**src/rtl/code_fetch.sv**
```systemverilog
// Opcode/immediate fetch unit: reads an opcode byte and any PUSH1..PUSH32 immediate from byte-wide code memory.
// Optional build macro CODE_FETCH_STATS_EN adds a saturating rd_count output of accepted memory returns.
module code_fetch #(
  parameter int ADDR_W = 16,
  parameter int DATA_W = 256
) (
  input  logic              clk,
  input  logic              rst,
  input  logic              fetch_req,
  input  logic [ADDR_W-1:0] pc_i,
  input  logic [ADDR_W-1:0] code_len,
  output logic              mem_rd,
  output logic [ADDR_W-1:0] mem_addr,
  input  logic [7:0]        mem_rdata,
  input  logic              mem_rvalid,
  output logic [7:0]        opcode,
  output logic [DATA_W-1:0] code_data,
  output logic              valid,
  input  logic              ready,
  output logic              busy
`ifdef CODE_FETCH_STATS_EN
  ,
  output logic [31:0]       rd_count
`endif
);

  typedef enum logic [1:0] {IDLE, OP_WAIT, IMM_WAIT, HOLD} state_t;

  state_t              state_reg, state_next;
  logic [ADDR_W-1:0]   pc_reg, pc_next;
  logic [ADDR_W-1:0]   len_reg, len_next;
  logic [7:0]          op_reg, op_next;
  logic [DATA_W-1:0]   data_reg, data_next;
  logic [4:0]          last_reg, last_next;   // index of the final immediate byte (n-1)
  logic [4:0]          k_reg, k_next;
  logic                pend_reg, pend_next;   // one read outstanding
  logic                rd_reg, rd_next;
  logic [ADDR_W-1:0]   addr_reg, addr_next;

  logic                rd_accept;
  logic                issue;
  logic [4:0]          issue_k;
  logic [ADDR_W:0]     issue_addr;

  assign rd_accept = mem_rvalid && pend_reg;

  always_ff @(posedge clk or posedge rst) begin
    if (rst) begin
      state_reg <= IDLE;
      pc_reg    <= '0;
      len_reg   <= '0;
      op_reg    <= '0;
      data_reg  <= '0;
      last_reg  <= '0;
      k_reg     <= '0;
      pend_reg  <= 1'b0;
      rd_reg    <= 1'b0;
      addr_reg  <= '0;
    end else begin
      state_reg <= state_next;
      pc_reg    <= pc_next;
      len_reg   <= len_next;
      op_reg    <= op_next;
      data_reg  <= data_next;
      last_reg  <= last_next;
      k_reg     <= k_next;
      pend_reg  <= pend_next;
      rd_reg    <= rd_next;
      addr_reg  <= addr_next;
    end
  end

  always_comb begin
    state_next = state_reg;
    pc_next    = pc_reg;
    len_next   = len_reg;
    op_next    = op_reg;
    data_next  = data_reg;
    last_next  = last_reg;
    k_next     = k_reg;
    pend_next  = pend_reg;
    rd_next    = 1'b0;
    addr_next  = addr_reg;
    issue      = 1'b0;
    issue_k    = '0;
    issue_addr = '0;

    case (state_reg)
      IDLE: begin
        if (fetch_req) begin
          pc_next   = pc_i;
          len_next  = code_len;
          data_next = '0;
          op_next   = 8'h00;
          if (pc_i < code_len) begin
            rd_next    = 1'b1;
            addr_next  = pc_i;
            pend_next  = 1'b1;
            state_next = OP_WAIT;
          end else begin
            state_next = HOLD;
          end
        end
      end
      OP_WAIT: begin
        if (rd_accept) begin
          pend_next = 1'b0;
          op_next   = mem_rdata;
          if (mem_rdata[7:5] == 3'b011) begin
            last_next  = mem_rdata[4:0];
            k_next     = '0;
            issue      = 1'b1;
            issue_k    = '0;
            state_next = IMM_WAIT;
          end else begin
            state_next = HOLD;
          end
        end
      end
      IMM_WAIT: begin
        // Without an outstanding read this cycle is a zero-fill step past the end of code.
        if (!pend_reg || rd_accept) begin
          data_next = {data_reg[DATA_W-9:0], (pend_reg ? mem_rdata : 8'h00)};
          pend_next = 1'b0;
          if (k_reg == last_reg) begin
            state_next = HOLD;
          end else begin
            k_next  = k_reg + 5'd1;
            issue   = 1'b1;
            issue_k = k_reg + 5'd1;
          end
        end
      end
      HOLD: begin
        if (ready) state_next = IDLE;
      end
      default: state_next = IDLE;
    endcase

    // Immediate address computed one bit wider so a wrap past the top of memory stays out of range.
    if (issue) begin
      issue_addr = {1'b0, pc_reg} + (ADDR_W+1)'(issue_k) + (ADDR_W+1)'(1);
      if (issue_addr < {1'b0, len_reg}) begin
        rd_next   = 1'b1;
        addr_next = issue_addr[ADDR_W-1:0];
        pend_next = 1'b1;
      end
    end
  end

  assign mem_rd    = rd_reg;
  assign mem_addr  = addr_reg;
  assign opcode    = op_reg;
  assign code_data = data_reg;
  assign valid     = (state_reg == HOLD);
  assign busy      = (state_reg != IDLE);

`ifdef CODE_FETCH_STATS_EN
  logic [31:0] rd_count_reg;

  always_ff @(posedge clk or posedge rst) begin
    if (rst) begin
      rd_count_reg <= '0;
    end else if (rd_accept && (rd_count_reg != 32'hFFFF_FFFF)) begin
      rd_count_reg <= rd_count_reg + 32'd1;
    end
  end

  assign rd_count = rd_count_reg;
`endif

endmodule

```
**config.mk**
```make
export PLATFORM = sky130hd
export DESIGN_NAME = code_fetch
export DESIGN_NICKNAME = d
export VERILOG_FILES = /design/src/rtl/code_fetch.sv
export SDC_FILE = /design/constraint.sdc
export NUM_CORES = 1
export LEC_CHECK = 0
export CAP_MARGIN = 20
export CORE_ASPECT_RATIO = 1.4
export CORE_UTILIZATION = 50
export DETAILED_ROUTE_END_ITERATION = 10
export GPL_ROUTABILITY_DRIVEN = 0
export GPL_TIMING_DRIVEN = 0
export PLACE_DENSITY = 0.86
export SLEW_MARGIN = 20
export SYNTH_ARGS = -nofsm -noshare
export SYNTH_HDL_FRONTEND = slang
export SYNTH_SLANG_ARGS = --single-unit
```
**constraint.sdc**
```tcl
create_clock -name clk -period 14.5 [get_ports clk]
set_input_delay 2.9 -clock clk [delete_from_list [all_inputs] [get_ports clk]]
set_output_delay 2.9 -clock clk [all_outputs]
set_load 0.03 [all_outputs]
```
==> results.rst, run 1 <==
.. list-table::
   :header-rows: 1

   * - Metric
     - Value
   * - Warnings from Yosys
     - 0
   * - Share of synthesized flip-flops with an asynchronous set or reset
     - 1.000
   * - Reported max-cap violation count
     - 0
   * - Met2 track demand over resource
     - 0.5143
   * - Power density cells
     - about 170 nW/um2
   * - Top-area cell type share of the netlist area
     - 0.6111
   * - Transition time at the pin with the least slew margin
     - between 0.8 and 0.9 ns
   * - Top flip-flop cell by instance count after synthesis
     - dfrtp_1
   * - Die Footprint
     - around 27000 um2
   * - Number of nets with antenna violations after routing
     - 0
   * - Met3 routing resource usage after global routing
     - 0.06523
   * - Min-Delay Path Class
     - reg -> reg
   * - Cell with the most instances after synthesis
     - dfrtp_1
   * - Cell taking the most area after synthesis
     - dfrtp_1
   * - Placed cell count
     - about 1700
   * - Cells taking the most area after synthesis
     - dfrtp_1 (61%), a22o_1 (16%), ha_1 (3.8%)
   * - Pre-Repair DR Iteration Count
     - 5
   * - Post-Synthesis Cell Area
     - ~13000 um2
   * - DRT iter0 DRCs
     - 483
   * - Hold-fix buffers, CTS
     - 0
   * - Aggregate global-route resource usage
     - 0.2915
   * - Number of port buffers
     - between 300 and 400
   * - RR Startpoint
     - pend_reg
   * - Vias per Instance
     - between 5 and 6
   * - Max IR drop VDD
     - approximately 0.00013 V
   * - Initial antenna violation count
     - 0
   * - FP Rows
     - 70
   * - Avg Inst Size Synth
     - approximately 13 um2
   * - Max-slew headroom
     - 0.4481
   * - GRT Max-Usage Layer
     - met2
   * - Reg-to-reg slack, setup
     - around 8.9 ns
   * - Synthesized instance count
     - a little over 1000
   * - Kind of critical path
     - in -> reg
   * - Worst-skew pair later-pin latency
     - 0.56 ns
   * - CP startpoint kind
     - input port
   * - Worst reg2reg path depth
     - 20
   * - Period utilisation layout
     - 0.5336
   * - Accumulated negative setup slack
     - 0 ns
   * - Drt wl/cell
     - 22.63 um
   * - Seq/Total Area, Yosys
     - 0.6111
   * - Clock Root Buffer
     - clkbuf_16
   * - Register bit total from synthesis
     - between 300 and 400
   * - Maximum number of pins on one net before global-route repair
     - between 100 and 150
   * - Number of hold-slack violations in the final timing report
     - 0
   * - Placeable core region
     - approximately 26000 um2
   * - Initial standard-cell utilization of the core
     - 0.5098
   * - Remaining Overflow, GRT
     - 0
   * - Max Slew Vio Count
     - 0
   * - Final cell count without fillers
     - about 1700
   * - TritonCTS clock tree
     - done
   * - Sink Count
     - about 330
   * - Total of endpoints with negative setup slack in the final report
     - 0
   * - Reg-to-Reg End
     - mem_addr[12]
   * - Most frequent cells after synthesis
     - dfrtp_1 (326), a22o_1 (249), clkbuf_1 (63), nand2_1 (60), inv_1 (44)
   * - Synthesized Nets
     - 1110
   * - Count of H-tree levels built during CTS
     - 1
   * - Outcome
     - finished clean
   * - RSZ-0062 raised after global routing
     - no
   * - Number of clock buffers inserted by TritonCTS
     - 30
   * - Arrival time at the worst endpoint
     - roughly 8.2 ns
   * - # nets final
     - roughly 1500
   * - Number of synthesized flops with an enable pin
     - 0
   * - Maximum fanout encountered on the critical timing path
     - 10
   * - Clock-pin slew reported for the worst setup and hold paths after clock tree synthesis
     - 0.07 ns
   * - Critical path endpoint category
     - register
   * - Clock period minus worst slack
     - a little under 8 ns
   * - Diode count
     - 0
   * - DR DRC count
     - 0
   * - P_leak
     - about 0.0083 uW
   * - Via count of the routed design
     - a little over 10000
   * - Horizontal die dimension
     - 140.1 um
   * - Clk buf depth
     - 3
   * - Capture point of the critical path
     - mem_addr[12]
   * - Highest clock rate
     - between 0.1 and 0.15 GHz
   * - Hold Worst Slack
     - between 0.4 and 0.5 ns
   * - Vertical die dimension
     - 195.3 um
   * - First-pass GRT wire length
     - ~60 mm
   * - Distinct cell type count of the synthesized netlist
     - 54
   * - Worst EP required
     - 14.94 ns
   * - Io pins
     - 328
   * - Detailed Place HPWL
     - approximately 29 mm
   * - Worst clock skew
     - roughly 0.012 ns
   * - Post-CTS setup-driven buffer insertion count
     - 0
   * - Fillers
     - about 1800
   * - Critical Path Start
     - mem_rvalid
   * - Final routed wirelength across all metal layers
     - a little under 40 mm
   * - Count of cells resized by post-cts repair
     - 0
   * - Met1 global-route usage
     - 0.3257
   * - Flip-flop count of the largest register, all copies and words added
     - 256
   * - Vias in the first global route
     - 10660
   * - Post-synthesis to final-layout area growth
     - 35.97%
   * - Share of final-layout standard cells stronger than drive strength 1
     - 0.08588
how the worst min path moves through the flow:
| stage | from | to | slack (ns) | cells after the start |
|---|---|---|---|---|
| finish | opcode[3] | opcode[3] | 0.47 | 2 |
| global route | opcode[0] | opcode[0] | 0.49 | 2 |
| CTS | opcode[3] | opcode[3] | 0.47 | 2 |
| detailed placement | opcode[3] | opcode[3] | 0.46 | 2 |
| global placement | opcode[4] | opcode[4] | 0.45 | 2 |
| floorplan | len_reg[10] | len_reg[10] | 0.45 | 2 |
layer usage:
metal,share of wire,vias to the layer above
met4,0.054,0
met5,0,-
met2,0.52,485
met1,0.36,5256
met3,0.074,123
li1,-,4518
cell families (layout without fill, tap and decap cells):
logic type | after synthesis | count (layout) | synth area share
AOI/OAI and AO/OA | 332 | 332 | 0.2038
DFF | 326 | 326 | 0.6111
and+or+nand+nor | 135 | 135 | 0.04958
buffers and inverters | 113 | 499 | 0.03308
muxes | 56 | 56 | 0.05005
adders and majority gates | 42 | 42 | 0.03992
xor gates and xnor gates | 19 | 19 | 0.01246
critical path, cell delays in order:
cell	delay, ns
clkdlybuf4s50_1	0.53
nor2b_1	0.09
a21oi_1	0.32
nand2_1	0.16
or2_2	0.31
ha_1	0.21
fa_1	0.44
nor2b_4	0.16
o31ai_2	0.10
a21oi_2	0.30
nand4_1	0.18
xnor2_1	0.26
ha_1	0.31
nand4_1	0.13
nor2_1	0.08
nor4b_1	0.14
a221o_1	0.36
nor4_4	0.60
buf_6	0.28
mux2_4	0.31
report_power, final:
group	switching, uW	internal [uW]
Clock	340	474
Combinational	747	399
Sequential	81.7	1020
Total	1170	1890
layout by cell type (no fill, tap or decap), drive strengths merged, types with 3 or more instances in the layout:
cell type / n
nand4: 6
nor3: 3
nand2b: 6
o21ai: 41
buf: 8
dfrtp: 326
nand3: 22
a21oi: 14
clkdlybuf4s50: 327
mux2: 50
nand2: 60
xor2: 10
ha: 41
clkbuf: 110
o211ai: 4
o21a: 3
xnor2: 9
o31ai: 4
nor2: 22
a22o: 249
clkinv: 7
nor2b: 4
mux2i: 6
inv: 45
a21o: 4
area by class of cell:
| type | instances | area (um2) | share of cell area |
|---|---|---|---|
| buffer | 69 | 276.5 | 0.01523 |
| clock buffer | 46 | 922.1 | 0.05080 |
| sequential | 326 | 8158 | 0.4494 |
| timing repair buffer | 330 | 3356 | 0.1849 |
| tap | 324 | 405.4 | 0.02233 |
| inverter | 44 | 172.7 | 0.009512 |
| multi-input combinational | 584 | 4751 | 0.2617 |
| clock inverter | 10 | 111.4 | 0.006135 |
through the flow:
| stage | setup WS, ns | power (uW) | instance area, um2 | util |
|---|---|---|---|---|
| after floorplan | 2.574 | 1880 | 13350 | - |
| after global placement | -0.6758 | 2197 | 17030 | 0.6503 |
| after detailed placement | 6.204 | 2245 | 17120 | 0.6537 |
| after CTS | 6.798 | 3063 | 18150 | 0.6932 |
| after global routing | 6.559 | 3226 | 18150 | 0.6932 |
| final | 6.762 | 3057 | 18150 | 0.6932 |
Power figures use the tool's default switching activity.
==> run 2: changes to the inputs <==
Clock period 14.5 ns to 7.3 ns, I/O delays scaled along.
==> run 2 against run 1 <==
Against the previous run:
- final cell count increased by 0.29%
- clock power up 97%
- cell area increased by 0.52%
- power rose by 99%
- register-to-register slack got worse by 7.2 ns
- die area is the same
- sequential power rose by 98%
- core utilization grew 0.36 points
- combinational power is 100% higher
- worst setup slack got worse by 5.7 ns
- routed wire length shrank 0.55%
- highest routed layer unchanged
==> results.rst, run 2 (same netlist as run 1, synthesis figures left out) <==
.. list-table::
   :header-rows: 1

   * - Metric
     - Value
   * - Outcome
     - finished clean
   * - Worst EP required
     - 7.74 ns (-7.20 ns)
   * - Initial antenna violation count
     - 0 (unchanged)
   * - Max Slew Vio Count
     - 0 (unchanged)
   * - Placeable core region
     - 26190 um2 (unchanged)
   * - Final routed wirelength across all metal layers
     - 39.00 mm (-0.55%)
   * - Commonest non-fill, non-tap cells in the layout
     - clkdlybuf4s50_1 (327), dfrtp_1 (326), a22o_1 (249)
   * - Power density cells
     - 332.7 nW/um2 (+98%)
   * - Hold-fix buffers, CTS
     - 0 (unchanged)
   * - Arrival time at the worst endpoint
     - 6.71 ns (-1.47 ns)
   * - Maximum fanout encountered on the critical timing path
     - 10 (unchanged)
   * - Period utilisation layout
     - 0.8591
   * - Vias per Instance
     - 5.999 (+0.14%)
   * - Remaining Overflow, GRT
     - 0 (unchanged)
   * - Count of H-tree levels built during CTS
     - 1 (unchanged)
   * - Pre-Repair DR Iteration Count
     - 5 (unchanged)
   * - Fillers
     - 1777 (-1.4%)
   * - Hold Crit Start
     - opcode[3]
   * - Vertical die dimension
     - 195.3 um (unchanged)
   * - Number of nets with antenna violations after routing
     - 0 (unchanged)
   * - Hold Path End
     - opcode[3]
   * - Post-synthesis to final-layout area growth
     - 36.68%
   * - Clk buf depth
     - 3 (unchanged)
   * - Critical path endpoint category
     - register
   * - Worst clock skew
     - 0.01144 ns (-0.0002168 ns)
   * - Count of cells resized by post-cts repair
     - 0 (unchanged)
   * - Maximum number of pins on one net before global-route repair
     - 36 (-67%)
   * - Number of port buffers
     - 327 (unchanged)
   * - Sink Count
     - 326 (unchanged)
   * - Post-layout power
     - 6070 uW (+99%)
   * - Clock Root Buffer
     - clkbuf_16
   * - Clock-pin slew reported for the worst setup and hold paths after clock tree synthesis
     - 0.07 ns (about the same)
   * - Total of endpoints with negative setup slack in the final report
     - 0 (unchanged)
   * - Min-Delay Path Class
     - reg -> reg
   * - Reg-to-reg slack, setup
     - 1.70 ns (-7.18 ns)
   * - Io pins
     - 328 (unchanged)
   * - Drt wl/cell
     - 22.44 um (-0.83%)
   * - First-pass GRT wire length
     - 61.45 mm (-0.24%)
   * - Post-CTS setup-driven buffer insertion count
     - 0 (unchanged)
   * - Leading cell type in the layout, fill and taps excluded
     - clkdlybuf4s50_1
   * - FP Rows
     - 70 (unchanged)
   * - Accumulated negative setup slack
     - 0 ns (unchanged)
   * - DRT iter0 DRCs
     - 552 (+14%)
   * - Hold Worst Slack
     - 0.4717 ns (+0.006151 ns)
   * - TritonCTS clock tree
     - done
   * - RSZ-0062 raised after global routing
     - no
   * - Transition time at the pin with the least slew margin
     - 0.9173 ns (+0.09583 ns)
   * - P_leak
     - 0.008362 uW (+0.37%)
   * - Max IR drop VDD
     - 0.0002605 V (+100%)
   * - Aggregate global-route resource usage
     - 0.2890 (-0.002534)
   * - Highest clock rate
     - around 0.16 GHz
   * - Min-Delay Path Depth
     - 2 (unchanged)
   * - Share of final-layout standard cells stronger than drive strength 1
     - 0.09052 (+0.004647)
   * - Reg-to-Reg End
     - mem_addr[11]
   * - Worst-skew pair later-pin latency
     - 0.56 ns (about the same)
   * - Number of hold-slack violations in the final timing report
     - 0 (unchanged)
   * - Die Footprint
     - 27370 um2 (unchanged)
   * - Clock period minus worst slack
     - 6.271 ns
   * - Diode count
     - 0 (unchanged)
   * - DR DRC count
     - 0 (unchanged)
   * - Flip-flop count of the largest register, all copies and words added
     - 256 (unchanged)
   * - Vias in the first global route
     - 10810 (+1.4%)
   * - Worst reg2reg path depth
     - 20 (unchanged)
   * - Kind of critical path
     - in -> reg
   * - CP startpoint kind
     - input port
   * - Initial standard-cell utilization of the core
     - 0.5098 (unchanged)
   * - Via count of the routed design
     - 10430 (+0.43%)
   * - Detailed Place HPWL
     - 28.89 mm (-0.26%)
   * - Horizontal die dimension
     - 140.1 um (unchanged)
   * - RR Startpoint
     - pend_reg
   * - Number of clock buffers inserted by TritonCTS
     - 29 (-3.3%)
   * - # nets final
     - 1478 (+0.41%)
   * - Reported max-cap violation count
     - 0 (unchanged)
   * - Max-slew headroom
     - 0.3837 (-0.06438)
run 2: metrics by stage:
step / instances / setup WS, ns / utilization / cell area (um2)
floorplan: 1023 / 1.489 / - / 13350
global route: 1738 / 0.7183 / 0.6968 / 18250
detailed placement: 1684 / 0.4848 / 0.6586 / 17250
finish: 1738 / 1.029 / 0.6968 / 18250
global placement: 1674 / -0.4484 / 0.6504 / 17030
CTS: 1738 / 1.075 / 0.6968 / 18250
run 2: cell type report:
| type | instances | area (um2) | area share |
|---|---|---|---|
| Buffer | 69 | 276.5 | 0.01515 |
| Clock buffer | 37 | 795.8 | 0.04361 |
| Clock inverter | 17 | 203.9 | 0.01118 |
| Inverter | 44 | 168.9 | 0.009257 |
| Multi-Input combinational cell | 584 | 4751 | 0.2604 |
| Sequential cell | 326 | 8158 | 0.4471 |
| Tap cell | 324 | 405.4 | 0.02222 |
| Timing Repair Buffer | 337 | 3488 | 0.1912 |
run 2: worst max-delay path by stage:
stage               startpoint       endpoint  slack [ns]  cells after the start
global placement           rst  code_data[80]       -0.45                      2
finish              mem_rvalid   mem_addr[11]        1.03                     20
CTS                 mem_rvalid   mem_addr[11]        1.07                     20
floorplan                  rst   code_data[0]        1.49                      1
global route        mem_rvalid   mem_addr[14]        0.72                     20
detailed placement  mem_rvalid   mem_addr[11]        0.48                     20
run 2: critical path: stages:
cell and delay (ns):
clkdlybuf4s50_1 0.51, nor2b_1 0.09, a21oi_1 0.30, nand2_1 0.17, or2_2 0.31, ha_1 0.21
fa_1 0.45, nor2b_4 0.15, o31ai_2 0.09, a21oi_2 0.32, nand3_1 0.16, xnor2_1 0.27
ha_1 0.31, nand3_1 0.12, nor2_1 0.08, nor4b_1 0.14, a221o_1 0.36, nor4_4 0.61
buf_6 0.28, mux2_4 0.32
run 2: power by group:
part / switching, uW / internal, uW / total [uW]
sequential: 159 / 2020 / 2180
combinational: 1500 / 801 / 2300
clock: 682 / 917 / 1600
total: 2340 / 3730 / 6070
run 2: metal layers:
layer  vias up  wire [um]  global-route usage
met5         -          0                   0
met4         0       2102              0.1600
met3       130       2787             0.04978
met2       532      20080              0.5117
met1      5244      14040              0.3306
li1       4521          -                   -
==> run 3: changes to the inputs <==
==> constraint.sdc (replaced) <==
create_clock -name clk -period 6.9 [get_ports clk]
set_input_delay 1.725 -clock clk [delete_from_list [all_inputs] [get_ports clk]]
set_output_delay 1.725 -clock clk [all_outputs]
set_load 0.03 [all_outputs]
==> results of run 3 <==
The final DEF is identical to that of run 2. Status: finished clean.
Main changes from that run: setup slack after placement 0.4848 ns -> -0.1802 ns; setup slack after layout 1.029 ns -> 0.3637 ns; register-to-register setup slack 1.70 ns -> 1.30 ns; total power 6070 uW -> 6422 uW; worst IR drop on VDD 0.0002605 V -> 0.0002756 V
==> RTL change 1: new RTL, flow settings as in run 3 <==
Change the parameter `DATA_W` from 256 to 264.
--- a/src/rtl/code_fetch.sv
+++ b/src/rtl/code_fetch.sv
@@ -3,5 +3,5 @@
 module code_fetch #(
   parameter int ADDR_W = 16,
-  parameter int DATA_W = 256
+  parameter int DATA_W = 264
 ) (
   input  logic              clk,
Interface: changed (resized code_data); port bits go from 328 to 336. The function was not compared with the original's and may differ.
==> RTL change 1 against run 3 <==
  * Sequential cell count increased by 8
  * Critical path type unchanged
  * Routed wire length increased by 4.8%
  * Hold slack got worse by 0.0040 ns
  * Non-clock buffer count increased by 10
  * Clock skew decreased by 0.0023 ns
  * Setup slack improved by 0.099 ns
  * Power increased by 0.70%
  * Critical endpoint is now mem_addr[9]$_DFF_PP0_
  * Synthesized cell count increased by 0.98%
  * Die area increased by 1.9%
  * Maximum frequency increased by 1.5%
  * Synthesized area increased by 1.9%
  * Design area increased by 3.0%
==> RTL change 1: results (changes against run 3) <==
- The via count is 10700 (was 10400).
- The internal power came to 4.07 mW (was 3.95 mW).
- The number of flip-flops in the largest register is 264 (was 256).
- The filler cell count was 1815 (was 1777).
- The largest stage delay on the critical path came to 0.53 ns (was 0.61 ns).
- The power spent charging and discharging nets is 2.40 mW (was 2.47 mW).
- The arrival time reported for the critical path endpoint is 6.87 ns (was 6.98 ns).
- The family of cells with the greatest summed delay on the critical path is compound AO/OA/AOI/OAI gates (was simple AND/OR/NAND/NOR gates).
- The fraction of the yosys area taken by sequential cells is 61.5% (was 61.1%).
- The net count of the mapped netlist is 1120 (was 1110).
- The cell at the slowest stage of the critical path is sky130_fd_sc_hd__clkdlybuf4s50_1 (was sky130_fd_sc_hd__nor4_4).
- The number of search-and-repair iterations in the first detailed-routing pass was 8 (was 5).
- The number of buffers added on ports is 335 (was 327).
- The average wire per cell in the routed design is 22.7 um (was 22.4 um).
- The share of the core filled with cells is 70.0% (was 69.7%).
- The share of cells above drive strength 1 is 9.20% (was 9.05%).
- The final setup skew is 0.00911 ns (was 0.0114 ns).
- The placed cell area is 17700 um^2 (was 17200 um^2).
- The DRC violation total after the first TritonRoute iteration was 701 (was 552).
- The final instance count without filler cells is 1800 (was 1738).
- Status: finished, final reports clean (unchanged).
- The distinct cell type count of the synthesized netlist came to 48 (was 54).
- The static leakage is 8.65 nW (was 8.36 nW).
- The share of power burned in the clock network is 29.1% (was 26.3%).
- The post-synthesis instance total is 1033 (was 1023).
- The startpoint of the lowest-slack hold path is opcode[2]$_DFFE_PP0P_ (was opcode[3]$_DFFE_PP0P_).
- The worst reg2reg path startpoint is state_reg[0]$_DFFE_PP0P_ (was pend_reg$_DFF_PP0_).
- The maximum ir drop on the vdd rail is 0.362 mV (was 0.276 mV).
- The number of buffers created by CTS is 30 (was 29).
- The worst slew margin relative to its limit is 38.2% (was 38.4%).
- The worst hold margin came to 0.468 ns (was 0.472 ns).
RTL change 1: changes by cell type after synthesis, moves of 3 or more:
cell                        change
sky130_fd_sc_hd__nor2_1        -12
sky130_fd_sc_hd__o2111ai_1      +3
sky130_fd_sc_hd__dfrtp_1        +8
sky130_fd_sc_hd__a21oi_1        +5
sky130_fd_sc_hd__a211oi_1       +3
sky130_fd_sc_hd__nand3_1        -3
sky130_fd_sc_hd__and3_1         +3
sky130_fd_sc_hd__a22o_1        +10
RTL change 1: worst reg2reg max path: stages, from the launching register on:
cell                       delay [ns]
sky130_fd_sc_hd__dfrtp_1         0.43
sky130_fd_sc_hd__inv_1           0.13
sky130_fd_sc_hd__ha_1            0.16
sky130_fd_sc_hd__buf_2           0.22
sky130_fd_sc_hd__clkbuf_1        0.40
sky130_fd_sc_hd__nand3_1         0.21
sky130_fd_sc_hd__inv_1           0.09
sky130_fd_sc_hd__ha_1            0.21
sky130_fd_sc_hd__nor2b_1         0.14
sky130_fd_sc_hd__o31a_1          0.25
sky130_fd_sc_hd__o21ai_0         0.72
sky130_fd_sc_hd__a21oi_1         0.24
sky130_fd_sc_hd__xor2_1          0.21
sky130_fd_sc_hd__ha_1            0.20
sky130_fd_sc_hd__a21oi_1         0.12
sky130_fd_sc_hd__o21ai_0         0.18
sky130_fd_sc_hd__a211o_1         0.31
sky130_fd_sc_hd__a22oi_1         0.30
sky130_fd_sc_hd__o211ai_4        0.24
sky130_fd_sc_hd__buf_6           0.24
sky130_fd_sc_hd__mux2_4          0.31
RTL change 1: how the worst max path moves through the flow:
stage | slack, ns | cells after the start | end | start
floorplan | 0.71 | 1 | code_data[0]$_DFFE_PP0P_ | rst
global placement | -1.17 | 2 | code_data[96]$_DFFE_PP0P_ | rst
detailed placement | -0.09 | 20 | mem_addr[9]$_DFF_PP0_ | mem_rvalid
CTS | 0.46 | 20 | mem_addr[9]$_DFF_PP0_ | mem_rvalid
global route | 0.11 | 20 | mem_addr[9]$_DFF_PP0_ | mem_rvalid
finish | 0.46 | 20 | mem_addr[9]$_DFF_PP0_ | mem_rvalid
RTL change 1: layer usage:
layer / track usage (%) / wire [um]
met4: 14.8 / 2140
met5: 0 / 0
met1: 32.8 / 14500
met2: 52.7 / 21200
met3: 6.04 / 3120
RTL change 1: area by class of cell:
cell class	instances	share of cell area [%]
multi-input combinational	584	25.5
clock buffer	36	4.39
inverter	45	0.919
clock inverter	20	1.62
tap	365	2.43
sequential	334	44.5
buffer	70	1.50
timing repair buffer	346	19.2
RTL change 1: cells by family after synthesis:
logic type / Yosys count / synth area share (%)
compound gates: 356 / 21.2
xor+xnor: 17 / 1.09
fa+ha+maj: 42 / 3.92
buf+inv: 115 / 3.31
flops: 334 / 61.5
mux: 56 / 4.91
simple gates: 113 / 4.08
==> RTL change 2: new RTL, config.mk and constraints of run 3 <==
Without the edit above. Encoding of `state_t`: now one-hot (4 bits for 4 states).
--- a/src/rtl/code_fetch.sv
+++ b/src/rtl/code_fetch.sv
@@ -25,5 +25,5 @@
 );
 
-  typedef enum logic [1:0] {IDLE, OP_WAIT, IMM_WAIT, HOLD} state_t;
+  typedef enum logic [3:0] {IDLE = 4'b0001, OP_WAIT = 4'b0010, IMM_WAIT = 4'b0100, HOLD = 4'b1000} state_t;
 
   state_t              state_reg, state_next;
Function: same outputs for any inputs over 4 cycles, from zero or initial values and one cycle with rst high; so few cycles prove little.
==> RTL change 2 against run 3 <==
  * Synthesized area rose by 7.1%
  * First-iteration DRC count rose by 31%
  * Clock power rose by 14%
  * Synthesized cell count rose by 53%
  * Setup slack improved by 0.0088 ns
  * Sequential cell count rose by 2
  * Routed wire length rose by 7.1%
  * Register-to-register slack got worse by 0.46 ns
  * Maximum frequency rose by 0.13%
  * Sequential share of layout area fell by 2.5 points
  * Design area rose by 6.5%
  * Power fell by 11%
  * Largest cell class unchanged
==> RTL change 2: results (changes against run 3) <==
- Status: finished, final reports clean (unchanged).
- The number of search-and-repair iterations in the first detailed-routing pass is 7 (was 5).
- The area fraction in compound gates after synthesis is 3.20% (was 20.4%).
- The worst min-delay path endpoint was code_data[250]$_DFFE_PP0P_ (was opcode[3]$_DFFE_PP0P_).
- The area fraction of clock buffers and clock inverters is 6.02% (was 5.48%).
- The placed cell area came to 18300 um^2 (was 17200 um^2).
- The half-perimeter wire length of the detailed placement result is 31500 um (was 28900 um).
- The met2 wire length is 21300 um (was 20100 um).
- The largest stage delay on the critical path was 0.70 ns (was 0.61 ns).
- The static leakage is 9.86 nW (was 8.36 nW).
- The detailed-route wire length on metal 1 came to 15200 um (was 14000 um).
- The global-route wire length before repair came to 67300 um (was 61500 um).
- The met1 track demand over resource came to 32.6% (was 33.1%).
- The fraction of area in multi-input gates came to 28.6% (was 26.0%).
- The fraction of the cycle the final worst path needs is 94.6% (was 94.7%).
- The number of buffers created by CTS came to 31 (was 29).
- The post-place setup slack came to -0.152 ns (was -0.180 ns).
- The number of inverters outside the clock class in the layout is 39 (was 44).
- The number of clock buffer instances in the layout is 42 (was 37).
- The buffering overhead is 20.0% (was 20.6%).
- The total number of multi-input combinational cells is 1106 (was 584).
- The adder-cell share of the synthesized area is 3.29% (was 3.99%).
- Top area cells in the synthesized netlist: sky130_fd_sc_hd__dfrtp_1 57%, sky130_fd_sc_hd__nand2_1 16%, sky130_fd_sc_hd__nand3_1 9.5% (was sky130_fd_sc_hd__dfrtp_1 61%, sky130_fd_sc_hd__a22o_1 16%, sky130_fd_sc_hd__ha_1 3.8%).
- The worst reg2reg path startpoint was state_reg[1]$_DFFE_PP0P_ (was pend_reg$_DFF_PP0_).
- The met2 track demand over resource is 51.8% (was 51.2%).
- The share of cells above drive strength 1 is 5.45% (was 9.05%).
- The DRC violation total after the first TritonRoute iteration is 723 (was 552).
- The post-synthesis register bit count is 328 (was 326).
- The register cell area after layout is 8210 um^2 (was 8160 um^2).
==> RTL change 2: cell types whose count changed in the layout (fill, tap and decap cells not counted), moves of 6 or more <==
| cell | change |
|---|---|
| sky130_fd_sc_hd__clkbuf_1 | +21 |
| sky130_fd_sc_hd__nand3_1 | +250 |
| sky130_fd_sc_hd__nor2_1 | -6 |
| sky130_fd_sc_hd__mux2_2 | -16 |
| sky130_fd_sc_hd__nand2_1 | +552 |
| sky130_fd_sc_hd__mux2_4 | -6 |
| sky130_fd_sc_hd__buf_1 | +6 |
| sky130_fd_sc_hd__xor2_1 | +7 |
| sky130_fd_sc_hd__a22o_1 | -248 |
| sky130_fd_sc_hd__o21ai_0 | -14 |
==> RTL change 2: metrics by stage <==
stage	hold WS [ns]	cells	total power [mW]
after CTS	0.469	2334	5.71
after detailed placement	0.455	2276	3.78
final	0.467	2334	5.69
after global placement	0.449	2265	3.70
after global routing	0.491	2334	5.95
after floorplan	0.446	1568	3.26
